[src/rtl/cpu_pkg.sv]
// Shared CPU constants: instruction/address widths and the NOP encoding
// used by the PC, instruction memory and fetch queue.
package cpu_pkg;

   localparam int INSTR_W = 16;
   localparam int IADDR_W = 10;

   localparam logic [INSTR_W-1:0] NOP_INSTR = 16'h0000;

endpackage : cpu_pkg

[src/rtl/fetch_queue.sv]
// Fetch queue: circular buffer of {instr, addr} between instruction fetch
// and decode. Provides first-word-fall-through head output, a PC stall hint
// that leaves two entries of skid, a sticky overflow flag, and flush with a
// one-cycle squash of the wrong-path word still in flight from memory.
module fetch_queue #(
   parameter int DEPTH   = 4,
   parameter int INSTR_W = cpu_pkg::INSTR_W,
   parameter int IADDR_W = cpu_pkg::IADDR_W
) (
   input  logic                     clk,
   input  logic                     reset,
   input  logic                     fetch_valid,
   input  logic [INSTR_W-1:0]       instr_in,
   input  logic [IADDR_W-1:0]       addr_in,
   input  logic                     flush,
   input  logic                     dec_ready,
   output logic                     instr_valid,
   output logic [INSTR_W-1:0]       instr_out,
   output logic [IADDR_W-1:0]       pc_out,
   output logic                     stall,
   output logic [$clog2(DEPTH):0]   count,
   output logic                     overflow
);

   localparam int PW = $clog2(DEPTH);
   localparam int CW = PW + 1;

   localparam logic [CW-1:0] FULL_CNT  = CW'(DEPTH);
   localparam logic [CW-1:0] STALL_CNT = CW'(DEPTH - 2);

   logic [INSTR_W-1:0] instr_mem_q [DEPTH];
   logic [IADDR_W-1:0] addr_mem_q  [DEPTH];

   logic [PW-1:0] wr_ptr_q, wr_ptr_d;
   logic [PW-1:0] rd_ptr_q, rd_ptr_d;
   logic [CW-1:0] count_q, count_d;
   logic          squash_q, squash_d;
   logic          overflow_q, overflow_d;

   logic pop;
   logic push;
   logic accept;

   // Next-state for pointers, occupancy, squash and overflow.
   always_comb begin
      pop        = instr_valid & dec_ready & ~flush;
      push       = fetch_valid & ~flush & ~squash_q;
      // A full queue still accepts when the head leaves in the same cycle.
      accept     = push & ((count_q != FULL_CNT) | pop);

      wr_ptr_d   = wr_ptr_q;
      rd_ptr_d   = rd_ptr_q;
      count_d    = count_q;
      squash_d   = 1'b0;
      overflow_d = overflow_q | (push & ~accept);

      if (flush) begin
         wr_ptr_d = '0;
         rd_ptr_d = '0;
         count_d  = '0;
         squash_d = 1'b1;
      end else begin
         if (accept) wr_ptr_d = wr_ptr_q + PW'(1);
         if (pop)    rd_ptr_d = rd_ptr_q + PW'(1);
         case ({accept, pop})
            2'b10:   count_d = count_q + CW'(1);
            2'b01:   count_d = count_q - CW'(1);
            default: count_d = count_q;
         endcase
      end
   end

   // Control state register with asynchronous reset.
   always_ff @(posedge clk or posedge reset) begin
      if (reset) begin
         wr_ptr_q   <= '0;
         rd_ptr_q   <= '0;
         count_q    <= '0;
         squash_q   <= 1'b0;
         overflow_q <= 1'b0;
      end else begin
         wr_ptr_q   <= wr_ptr_d;
         rd_ptr_q   <= rd_ptr_d;
         count_q    <= count_d;
         squash_q   <= squash_d;
         overflow_q <= overflow_d;
      end
   end

   // Storage write; contents are left unreset and masked by occupancy.
   always_ff @(posedge clk) begin
      if (accept) begin
         instr_mem_q[wr_ptr_q] <= instr_in;
         addr_mem_q[wr_ptr_q]  <= addr_in;
      end
   end

   // Head outputs from registered pointer/count only.
   always_comb begin
      instr_valid = (count_q != '0);
      instr_out   = INSTR_W'(cpu_pkg::NOP_INSTR);
      pc_out      = '0;
      if (instr_valid) begin
         instr_out = instr_mem_q[rd_ptr_q];
         pc_out    = addr_mem_q[rd_ptr_q];
      end
   end

   assign stall    = (count_q >= STALL_CNT);
   assign count    = count_q;
   assign overflow = overflow_q;

endmodule : fetch_queue

[config.mk]
export PLATFORM = sky130hd
export DESIGN_NAME = fetch_queue
export DESIGN_NICKNAME = d
export VERILOG_FILES = /design/src/rtl/cpu_pkg.sv /design/src/rtl/fetch_queue.sv
export SDC_FILE = /design/constraint.sdc
export NUM_CORES = 1
export LEC_CHECK = 0
export BUFFER_PORTS_ARGS = -buffer_cell sky130_fd_sc_hd__buf_2
export CORE_ASPECT_RATIO = 0.6
export CORE_MARGIN = 4
export CORE_UTILIZATION = 51
export DETAILED_ROUTE_END_ITERATION = 8
export PLACE_DENSITY = 0.86
export SLEW_MARGIN = 20
export SYNTH_ARGS = -nofsm -noshare
export SYNTH_HDL_FRONTEND = slang
export SYNTH_SLANG_ARGS = --single-unit
[constraint.sdc]
create_clock -name clk -period 1.86 [get_ports clk]
set_input_delay 0.372 -clock clk [delete_from_list [all_inputs] [get_ports clk]]
set_output_delay 0.372 -clock clk [all_outputs]
set_load 0.01 [all_outputs]
==> results of run 1 <==
power groups by stage:
| stage | Clock (mW) | Sequential (mW) | Combinational, mW |
|---|---|---|---|
| floorplan | 0 | 2.92 | 0.540 |
| global placement | 0 | 2.91 | 0.845 |
| detailed placement | 0 | 2.91 | 0.864 |
| CTS | 3.46 | 2.87 | 1.19 |
| global route | 3.61 | 2.87 | 1.26 |
| finish | 3.40 | 2.87 | 1.17 |
logic make-up after synthesis:
| kind of cell | share of synthesized area |
|---|---|
| adders and majority gates | 0.0153 |
| AOI/OAI and AO/OA | 0.0153 |
| xor gates and xnor gates | 0.00767 |
| buffers and inverters | 0.0227 |
| and+or+nand+nor | 0.0693 |
| muxes | 0.137 |
| DFF | 0.733 |
cell usage after synthesis (all sizes together):
cell / n
xnor2: 2
and3: 1
or3: 1
o211ai: 1
nand2b: 3
o22ai: 1
a31oi: 2
and4: 1
buf: 7
ha: 4
xor2: 2
mux4: 26
o21ai: 3
or2: 1
nor2: 6
clkbuf: 4
nand2: 4
and2: 31
inv: 4
a21oi: 1
and2b: 1
edfxtp: 104
a22oi: 1
fa: 1
nor3: 3
mux2: 1
nor2b: 1
dfrtp: 9
a31o: 1
nand3: 2
a21o: 1
worst max-delay path by stage:
| stage | end | start | slack, ns |
|---|---|---|---|
| CTS | instr_out[14] | rd_ptr_q[0] | -0.39 |
| floorplan | count[2] | count[2] | -0.21 |
| finish | pc_out[3] | rd_ptr_q[0] | -0.36 |
| global route | pc_out[3] | rd_ptr_q[0] | -0.43 |
| detailed placement | instr_mem_q[2][0] | flush | -0.07 |
| global placement | instr_mem_q[1][15] | flush | -0.02 |
what timing repair did:
item | CTS | global route
setup buffers | 4 | 3
gates cloned | 3 | 0
hold buffers | 1 | 0
hold endpoints to repair | 9 | 0
resized for setup | 46 | 5
pin swaps | 31 | 6
setup endpoints to repair | 28 | 132
routing by layer:
metal,track usage,share of wire,up-vias
met3,0.0795,0.070,13
met4,0.0851,0.016,0
li1,-,-,1114
met1,0.254,0.43,1258
met5,0,0,-
met2,0.309,0.48,90
worst reg2reg max path, stage by stage (launching register included):
cell and delay (ns):
dfrtp_2 0.40, or3_4 0.44, buf_6 0.14, nand2_4 0.05, nor3_2 0.05, fa_2 0.37, nor3_2 0.20, o21ai_1 0.08
a31oi_1 0.16
stage by stage:
step                setup slack (ns)  utilization  std cells  setup TNS (ns)  area, µm²
global placement             -0.0236        0.608        416          -0.961       5240
CTS                           -0.389        0.709        456           -9.64       6110
detailed placement           -0.0662        0.608        416           -5.92       5240
finish                        -0.363        0.708        457           -8.35       6100
floorplan                     -0.210            -        230          -0.233       4600
global route                  -0.426        0.708        457          -10.45       6100
flip-flops by register name (all words and copies together) (netlist names):
name / cells
overflow: 1
wr_ptr_q: 2
squash_q: 1
instr_mem_q: 64
rd_ptr_q: 2
addr_mem_q: 40
count: 3
cell type report:
type	count	area (µm²)	share of cell area
repair buffers	94	815	0.133
flip-flops and latches	113	3350	0.549
multi-input cells	102	1160	0.190
clock buffers	18	429	0.0703
clock inverters	14	194	0.0318
inverters	4	15.0	0.00246
well taps	112	140	0.0230
==> flow_metrics.py, run 1 <==
metrics = {
    "run_status": {
        "status": "complete, but fails checks",
        "failed_checks": "negative setup slack",
    },
    "critical_path": {
        "setup.worst_path.end_class": "output port",
        "criticalPathCategory": "flip-flop to output port",
        "crit_path_max_incr_delay_ns": 0.50,
        "timing.critical_path.cells": "buf_12 > buf_12 > mux4_2 > and2_1 > buf_2",
        "number_of_cells_on_the_worst_reg_to_reg_path": 8,
        "reg_to_reg_setup_timing_slack_ns": -0.11,
        "worstSetupPathDepth": 5,
        "required_ns": 1.49,
        "cp.arrival_ns": 1.85,
        "critical_path.reg2reg.startpoint": "count[0]",
        "cpMostUsedCell": "buf_12",
        "critPathMaxFanout": 7,
        "crit_path_top_delay_cell": "mux4_2",
        "worst_r2r_endpoint": "count[2]",
        "setup.worst_path.start_class": "flip-flop",
        "worst-path-buf-inv": 3,
        "critical_path.top_delay_family": "multiplexers",
    },
    "timing": {
        "fin_crit_sh": 1.19,
        "relSlewSlack": 0.754,
        "finalWorstSetupSlack_ns": -0.363,
        "finalHoldViolCount": 0,
        "timing_max_transition_violations_final": 0,
        "max_freq_ghz": 0.450,
        "timing.clock.skew_ns": 0.00525,
        "finalSetupViolCount": 28,
        "worstMarginPinSlew_ns": 0.369,
        "rsz0062_at_grt": "yes",
        "final.hold.worst_slack_ns": 0.178,
        "timing.final.crit_period_ns": 2.22,
    },
    "clocking": {
        "cts.sinks": 113,
        "clk_latency_ns": 0.41,
        "tritoncts.num_buffers": 17,
        "clock_tree.buffer_depth": 2,
        "tritoncts_clock_tree": "done",
        "clockRootBuffer": "clkbuf_16",
        "ctsHtreeMaxLevel": 4,
        "clk_transition_reported_paths_ns": 0.05,
    },
    "routing": {
        "drt_iter0_drc": 209,
        "drt.antenna.violating_nets": 0,
        "drt_first_pass_iters": 4,
        "wl_mm": 9.32,
        "remaining_drc_errors": 0,
        "detailroute.via_count": 2475,
        "detail_route.vias_per_cell": 5.42,
        "post_drt_wl_per_cell_um": 20.4,
    },
    "power_and_ir_drop": {
        "worst_vdd_drop_v": 0.000881,
        "power.static_leakage_nw": 2.28,
        "sw_frac_of_total": 0.216,
        "post-layout-total-power_mw": 7.44,
        "sequentialPowerShare": 0.385,
        "cell_internal_pwr_mw": 5.84,
        "clock_power_share": 0.457,
        "comb_power_frac": 0.157,
        "power-per-cell-area_nw_per_um2": 1220,
        "p_sw_mw": 1.60,
    },
    "synth": {
        "netlist_instances": 230,
        "synth_area_leaders": "edfxtp_1 (68%), mux4_2 (8.9%), dfrtp_1 (4.9%)",
        "synth_sequential_area_ratio": 0.733,
        "synth.ff_latch_count": 113,
        "syn-cell-area_um2": 4570,
        "syn_avg_cell_area_um2": 19.9,
        "synth_fp_nets": 266,
        "ys_types": 35,
        "synth_largest_area_cell": "edfxtp_1",
        "count_of_yosys_warnings_during_synthesis": 0,
        "synth_top_cell_area_share": 0.683,
    },
    "place": {
        "port-buffer-count": 62,
        "dp.final_hpwl_mm": 5.51,
        "gp_congestion": 0.773,
    },
    "grt": {
        "grt_usage": 0.200,
        "grt_remaining_overflow": 0,
        "grt_pass1_wl_mm": 14.9,
        "first_global_vias": 2643,
        "grt_antenna_before_repair": 0,
        "grt_start_max_net_pins": 17,
    },
    "die": {
        "die_height_um": 81.3,
        "io_pins": 63,
        "num_rows": 26,
        "placeableCoreArea_um2": 8620,
        "initial_core_util": 0.530,
        "floorplan.die_area_um2": 10600,
        "die_w_um": 130,
    },
    "layout": {
        "mostFrequentLayoutCell": "edfxtp_1",
        "num-nets-final": 368,
        "n_antenna_cell": 0,
        "area.growth.synth_to_final_pct": 33.6,
        "mostFrequentLayoutCells": "edfxtp_1 (104), buf_2 (49), mux4_2 (26)",
        "drive_gt1_frac": 0.501,
        "filler_cell_count": 526,
    },
    "min_path": {
        "min-delay-path-class": "input pin to flip-flop",
        "worstHoldPathCells": 1,
        "hp-start": "addr_in[9]",
        "hold_end": "addr_mem_q[3][9]",
    },
    "run": {
        "max_cap_viol_count": 0,
    },
}
Note: power is estimated with default switching activity, not from simulation.
==> run 2, diff against run 1 <==
CORE_MARGIN = unset   (was 4)
SETUP_SLACK_MARGIN = 0.5   (was unset)
==> flow_metrics.py, run 2 (synthesis results as in run 1) <==
metrics = {
    "timing": {
        "max_freq_ghz": 0.445,
        "finalSetupViolCount": 135,
        "fin_crit_sh": 1.21,
        "finalHoldViolCount": 0,
        "timing.clock.skew_ns": 0.0162,
        "rsz0062_at_grt": "yes",
        "timing_max_transition_violations_final": 0,
        "relSlewSlack": 0.728,
        "final.hold.worst_slack_ns": 0.173,
        "finalWorstSetupSlack_ns": -0.385,
        "timing.final.crit_period_ns": 2.24,
        "worstMarginPinSlew_ns": 0.408,
    },
    "clocking": {
        "tritoncts.num_buffers": 17,
        "clk_latency_ns": 0.41,
        "tritoncts_clock_tree": "done",
        "cts.sinks": 113,
        "ctsHtreeMaxLevel": 4,
        "clock_tree.buffer_depth": 2,
        "clk_transition_reported_paths_ns": 0.05,
        "clockRootBuffer": "clkbuf_16",
    },
    "grt": {
        "grt_antenna_before_repair": 0,
        "grt_usage": 0.256,
        "grt_start_max_net_pins": 18,
        "first_global_vias": 2805,
        "grt_remaining_overflow": 0,
        "grt_pass1_wl_mm": 16.4,
    },
    "critical_path": {
        "setup.worst_path.end_class": "output port",
        "critical_path.reg2reg.startpoint": "count[1]",
        "cp.arrival_ns": 1.87,
        "critPathMaxFanout": 8,
        "setup.worst_path.start_class": "flip-flop",
        "required_ns": 1.49,
        "critical_path.startpoint": "rd_ptr_q[0]",
        "reg_to_reg_setup_timing_slack_ns": -0.31,
        "criticalPathCategory": "flip-flop to output port",
    },
    "routing": {
        "wl_mm": 12.3,
        "remaining_drc_errors": 0,
        "detailroute.via_count": 2790,
        "drt_iter0_drc": 245,
        "drt.antenna.violating_nets": 0,
        "post_drt_wl_per_cell_um": 25.1,
        "drt_first_pass_iters": 4,
        "detail_route.vias_per_cell": 5.72,
    },
    "layout": {
        "largest_register_ff_count": 64,
        "filler_cell_count": 408,
        "drive_gt1_frac": 0.606,
        "top_register": "instr_mem_q",
        "area_of_all_placed_cells_without_fillers_um2": 6830,
        "mostFrequentLayoutCell": "edfxtp_1",
        "n_antenna_cell": 0,
        "mostFrequentLayoutCells": "edfxtp_1 (104), buf_6 (50), buf_2 (33)",
        "num-nets-final": 400,
        "final_core_util": 0.795,
        "area.growth.synth_to_final_pct": 49.4,
    },
    "die": {
        "num_rows": 26,
        "die_w_um": 124,
        "placeableCoreArea_um2": 8590,
        "die_height_um": 75.3,
        "io_pins": 63,
        "floorplan.die_area_um2": 9360,
        "initial_core_util": 0.532,
    },
    "power_and_ir_drop": {
        "worst_vdd_drop_v": 0.000748,
        "sw_frac_of_total": 0.239,
        "post-layout-total-power_mw": 7.29,
        "clock_power_share": 0.389,
        "comb_power_frac": 0.216,
        "p_sw_mw": 1.74,
        "power.static_leakage_nw": 2.53,
        "sequentialPowerShare": 0.395,
        "power-per-cell-area_nw_per_um2": 1070,
        "cell_internal_pwr_mw": 5.54,
    },
    "place": {
        "postPlaceCellArea_um2": 5300,
        "port-buffer-count": 62,
        "gp_congestion": 0.792,
        "dp_worst_setup_slack_ns": -0.00500,
        "dp.final_hpwl_mm": 5.44,
    },
    "run_status": {
        "failed_checks": "negative setup slack",
        "status": "complete, but fails checks",
    },
    "min_path": {
        "min-delay-path-class": "input pin to flip-flop",
        "hp-start": "addr_in[9]",
    },
    "run": {
        "max_cap_viol_count": 0,
    },
}
-- run 2: worst paths after layout --
path	to	cells after the start
worst min register to register	overflow	1
max in group asynchronous	rd_ptr_q[0]	3
worst max register to register	instr_mem_q[1][7]	12
worst min-delay path	addr_mem_q[3][9]	1
min in group asynchronous	count[2]	3
worst max-delay path	pc_out[7]	4
-- run 2: power by group through the flow --
stage,clock [mW],sequential [mW],combinational [mW]
5_1_grt,2.97,2.88,1.65
6_report,2.83,2.88,1.57
4_1_cts,2.82,2.87,1.39
3_5_place_dp,0,2.92,0.923
2_1_floorplan,0,2.92,0.622
3_3_place_gp,0,2.91,0.905
-- run 2: cell type report --
class / count / area (µm²) / area share
clock buffer: 20 / 437 / 0.0639
clock inverter: 11 / 72.6 / 0.0106
inverter: 4 / 15.0 / 0.00220
multi-input combinational: 102 / 1300 / 0.190
sequential: 113 / 3350 / 0.491
tap: 112 / 140 / 0.0205
timing repair buffer: 126 / 1520 / 0.222
-- run 2: repair_timing --
item	in CTS	in global routing
gates resized for setup	73	30
pin swaps	34	14
hold buffers	1	0
buffers inserted	24	7
endpoints found under the setup margin	139	143
cloned	10	1
endpoints found under the hold margin	9	0
-- run 2: worst max-delay path: stages (launching register included) --
cell and delay (ns):
dfrtp_2 0.47, clkbuf_16 0.21, mux4_2 0.50, and2_4 0.16
buf_6 0.12
-- run 2: metrics by stage --
step                      setup TNS, ns  instances
after floorplan                  -0.181        230
after global placement          -0.0275        414
after detailed placement         -0.125        414
after CTS                        -28.05        480
after global routing             -43.02        488
final                            -38.98        488
-- run 2: layer usage --
metal,share of wire,global-route usage,vias to the layer above
met5,0,0,-
met4,0.015,0.107,0
met3,0.086,0.0836,18
met2,0.49,0.408,174
met1,0.41,0.336,1409
li1,-,-,1189
==> run 3, diff against run 2 <==
CELL_PAD_IN_SITES_DETAIL_PLACEMENT = 1   (was unset)
CELL_PAD_IN_SITES_GLOBAL_PLACEMENT = 1   (was unset)
CORE_UTILIZATION = 44   (was 51)
REMOVE_ABC_BUFFERS = 1   (was unset)
==> flow_metrics.py, run 3 (synthesis results as in run 1) <==
metrics = {
    "grt": {
        "grt_start_max_net_pins": 29,
        "grt_antenna_before_repair": 0,
        "grt_pass1_wl_mm": 19.1,
        "first_global_vias": 3066,
        "grt_remaining_overflow": 0,
        "grt_usage": 0.260,
    },
    "routing": {
        "drt_first_pass_iters": 4,
        "post_drt_wl_per_cell_um": 29.4,
        "remaining_drc_errors": 0,
        "drt_iter0_drc": 237,
        "detailroute.via_count": 2934,
        "drt.antenna.violating_nets": 0,
        "wl_mm": 15.2,
        "detail_route.vias_per_cell": 5.68,
    },
    "die": {
        "die_height_um": 80.9,
        "die_w_um": 134,
        "num_rows": 28,
        "floorplan.die_area_um2": 10800,
        "initial_core_util": 0.458,
        "placeableCoreArea_um2": 9980,
        "io_pins": 63,
    },
    "critical_path": {
        "setup.worst_path.end_class": "output port",
        "critical_path.reg2reg.startpoint": "count[1]",
        "number_of_cells_on_the_worst_reg_to_reg_path": 11,
        "cp.arrival_ns": 1.93,
        "required_ns": 1.49,
        "critPathMaxFanout": 5,
        "setup.worst_path.start_class": "flip-flop",
        "criticalPathCategory": "flip-flop to output port",
        "critical_path.startpoint": "rd_ptr_q[0]",
    },
    "layout": {
        "largest_register_ff_count": 64,
        "mostFrequentLayoutCell": "edfxtp_1",
        "top_register": "instr_mem_q",
        "filler_cell_count": 819,
        "num-nets-final": 405,
        "multi_input_comb_area_um2": 1290,
        "area.growth.synth_to_final_pct": 52.0,
        "register_area_um2": 3350,
        "mostFrequentLayoutCells": "edfxtp_1 (104), buf_6 (46), buf_2 (41)",
        "n_antenna_cell": 0,
        "drive_gt1_frac": 0.579,
        "final_core_util": 0.696,
    },
    "place": {
        "port-buffer-count": 62,
        "gp_congestion": 0.817,
        "dp.final_hpwl_mm": 6.44,
    },
    "min_path": {
        "worstHoldPathCells": 1,
        "hp-start": "addr_in[2]",
        "min-delay-path-class": "input pin to flip-flop",
    },
    "timing": {
        "timing.final.crit_period_ns": 2.30,
        "finalWorstSetupSlack_ns": -0.444,
        "timing_max_transition_violations_final": 0,
        "worstMarginPinSlew_ns": 0.419,
        "rsz0062_at_grt": "yes",
        "fin_crit_sh": 1.24,
        "relSlewSlack": 0.720,
        "timing.clock.skew_ns": 0.0141,
        "finalHoldViolCount": 0,
        "setup_total_negative_slack_ns": -28.54,
        "finalSetupViolCount": 136,
        "max_freq_ghz": 0.434,
    },
    "clocking": {
        "clock_tree.buffer_depth": 2,
        "ctsHtreeMaxLevel": 4,
        "clk_latency_ns": 0.43,
        "tritoncts_clock_tree": "done",
        "cts.sinks": 113,
        "tritoncts.num_buffers": 17,
        "clk_transition_reported_paths_ns": 0.06,
        "clockRootBuffer": "clkbuf_16",
    },
    "run": {
        "max_cap_viol_count": 0,
    },
    "power_and_ir_drop": {
        "power.static_leakage_nw": 2.59,
        "worst_vdd_drop_v": 0.000974,
        "power-per-cell-area_nw_per_um2": 1100,
    },
    "run_status": {
        "failed_checks": "negative setup slack",
        "status": "complete, but fails checks",
    },
}
## run 3: final cells by class
cell class                      instances  area share
Sequential cell                       113       0.482
Clock buffer                           19      0.0623
Clock inverter                         13      0.0207
Tap cell                              135      0.0243
Multi-Input combinational cell        102       0.185
Timing Repair Buffer                  131       0.223
Inverter                                4     0.00216
## run 3: where the power goes
part / switching (mW) / total, mW / internal, mW
combinational: 0.662 / 1.48 / 0.820
clock: 1.20 / 3.28 / 2.08
sequential: 0.0408 / 2.88 / 2.84
## run 3: metrics by stage
stage          cells  setup slack [ns]  total power [mW]  hold WS, ns  instance area (µm²)
6_report         517            -0.444              7.64        0.164                 6950
2_1_floorplan    219            -0.492              3.37        0.200                 4480
5_1_grt          517            -0.491              7.83        0.146                 6950
4_1_cts          503            -0.414              7.25        0.165                 6560
3_3_place_gp     438           -0.0308              3.74        0.355                 5250
3_5_place_dp     438            -0.177              3.77        0.357                 5250
## run 3: worst paths after layout
path	endpoint	slack (ns)
min reg2reg	overflow	0.57
max	instr_out[2]	-0.44
max in group asynchronous	rd_ptr_q[0]	1.01
min	addr_mem_q[0][2]	0.16
min in group asynchronous	count[1]	0.53
max reg2reg	instr_mem_q[3][8]	-0.24
## run 3: routing by layer
layer  vias up  share of wire  track usage
li1       1202              -            -
met1      1556           0.40        0.328
met2       142           0.51        0.434
met3        34          0.058       0.0780
met4         0          0.031       0.0955
met5         -              0            0
## run 3: critical path, stage by stage (launching register included)
cell and delay [ns]:
dfrtp_2 0.40, buf_6 0.14, buf_12 0.13, mux4_2 0.53, and2_1 0.17, buf_2 0.13
## run 3: repair_timing
action	CTS	global route
setup endpoints to repair	142	144
resized for setup	79	43
hold buffers	1	0
buffers inserted	24	11
pin swaps	34	16
hold endpoints to repair	9	0
gates cloned	8	3
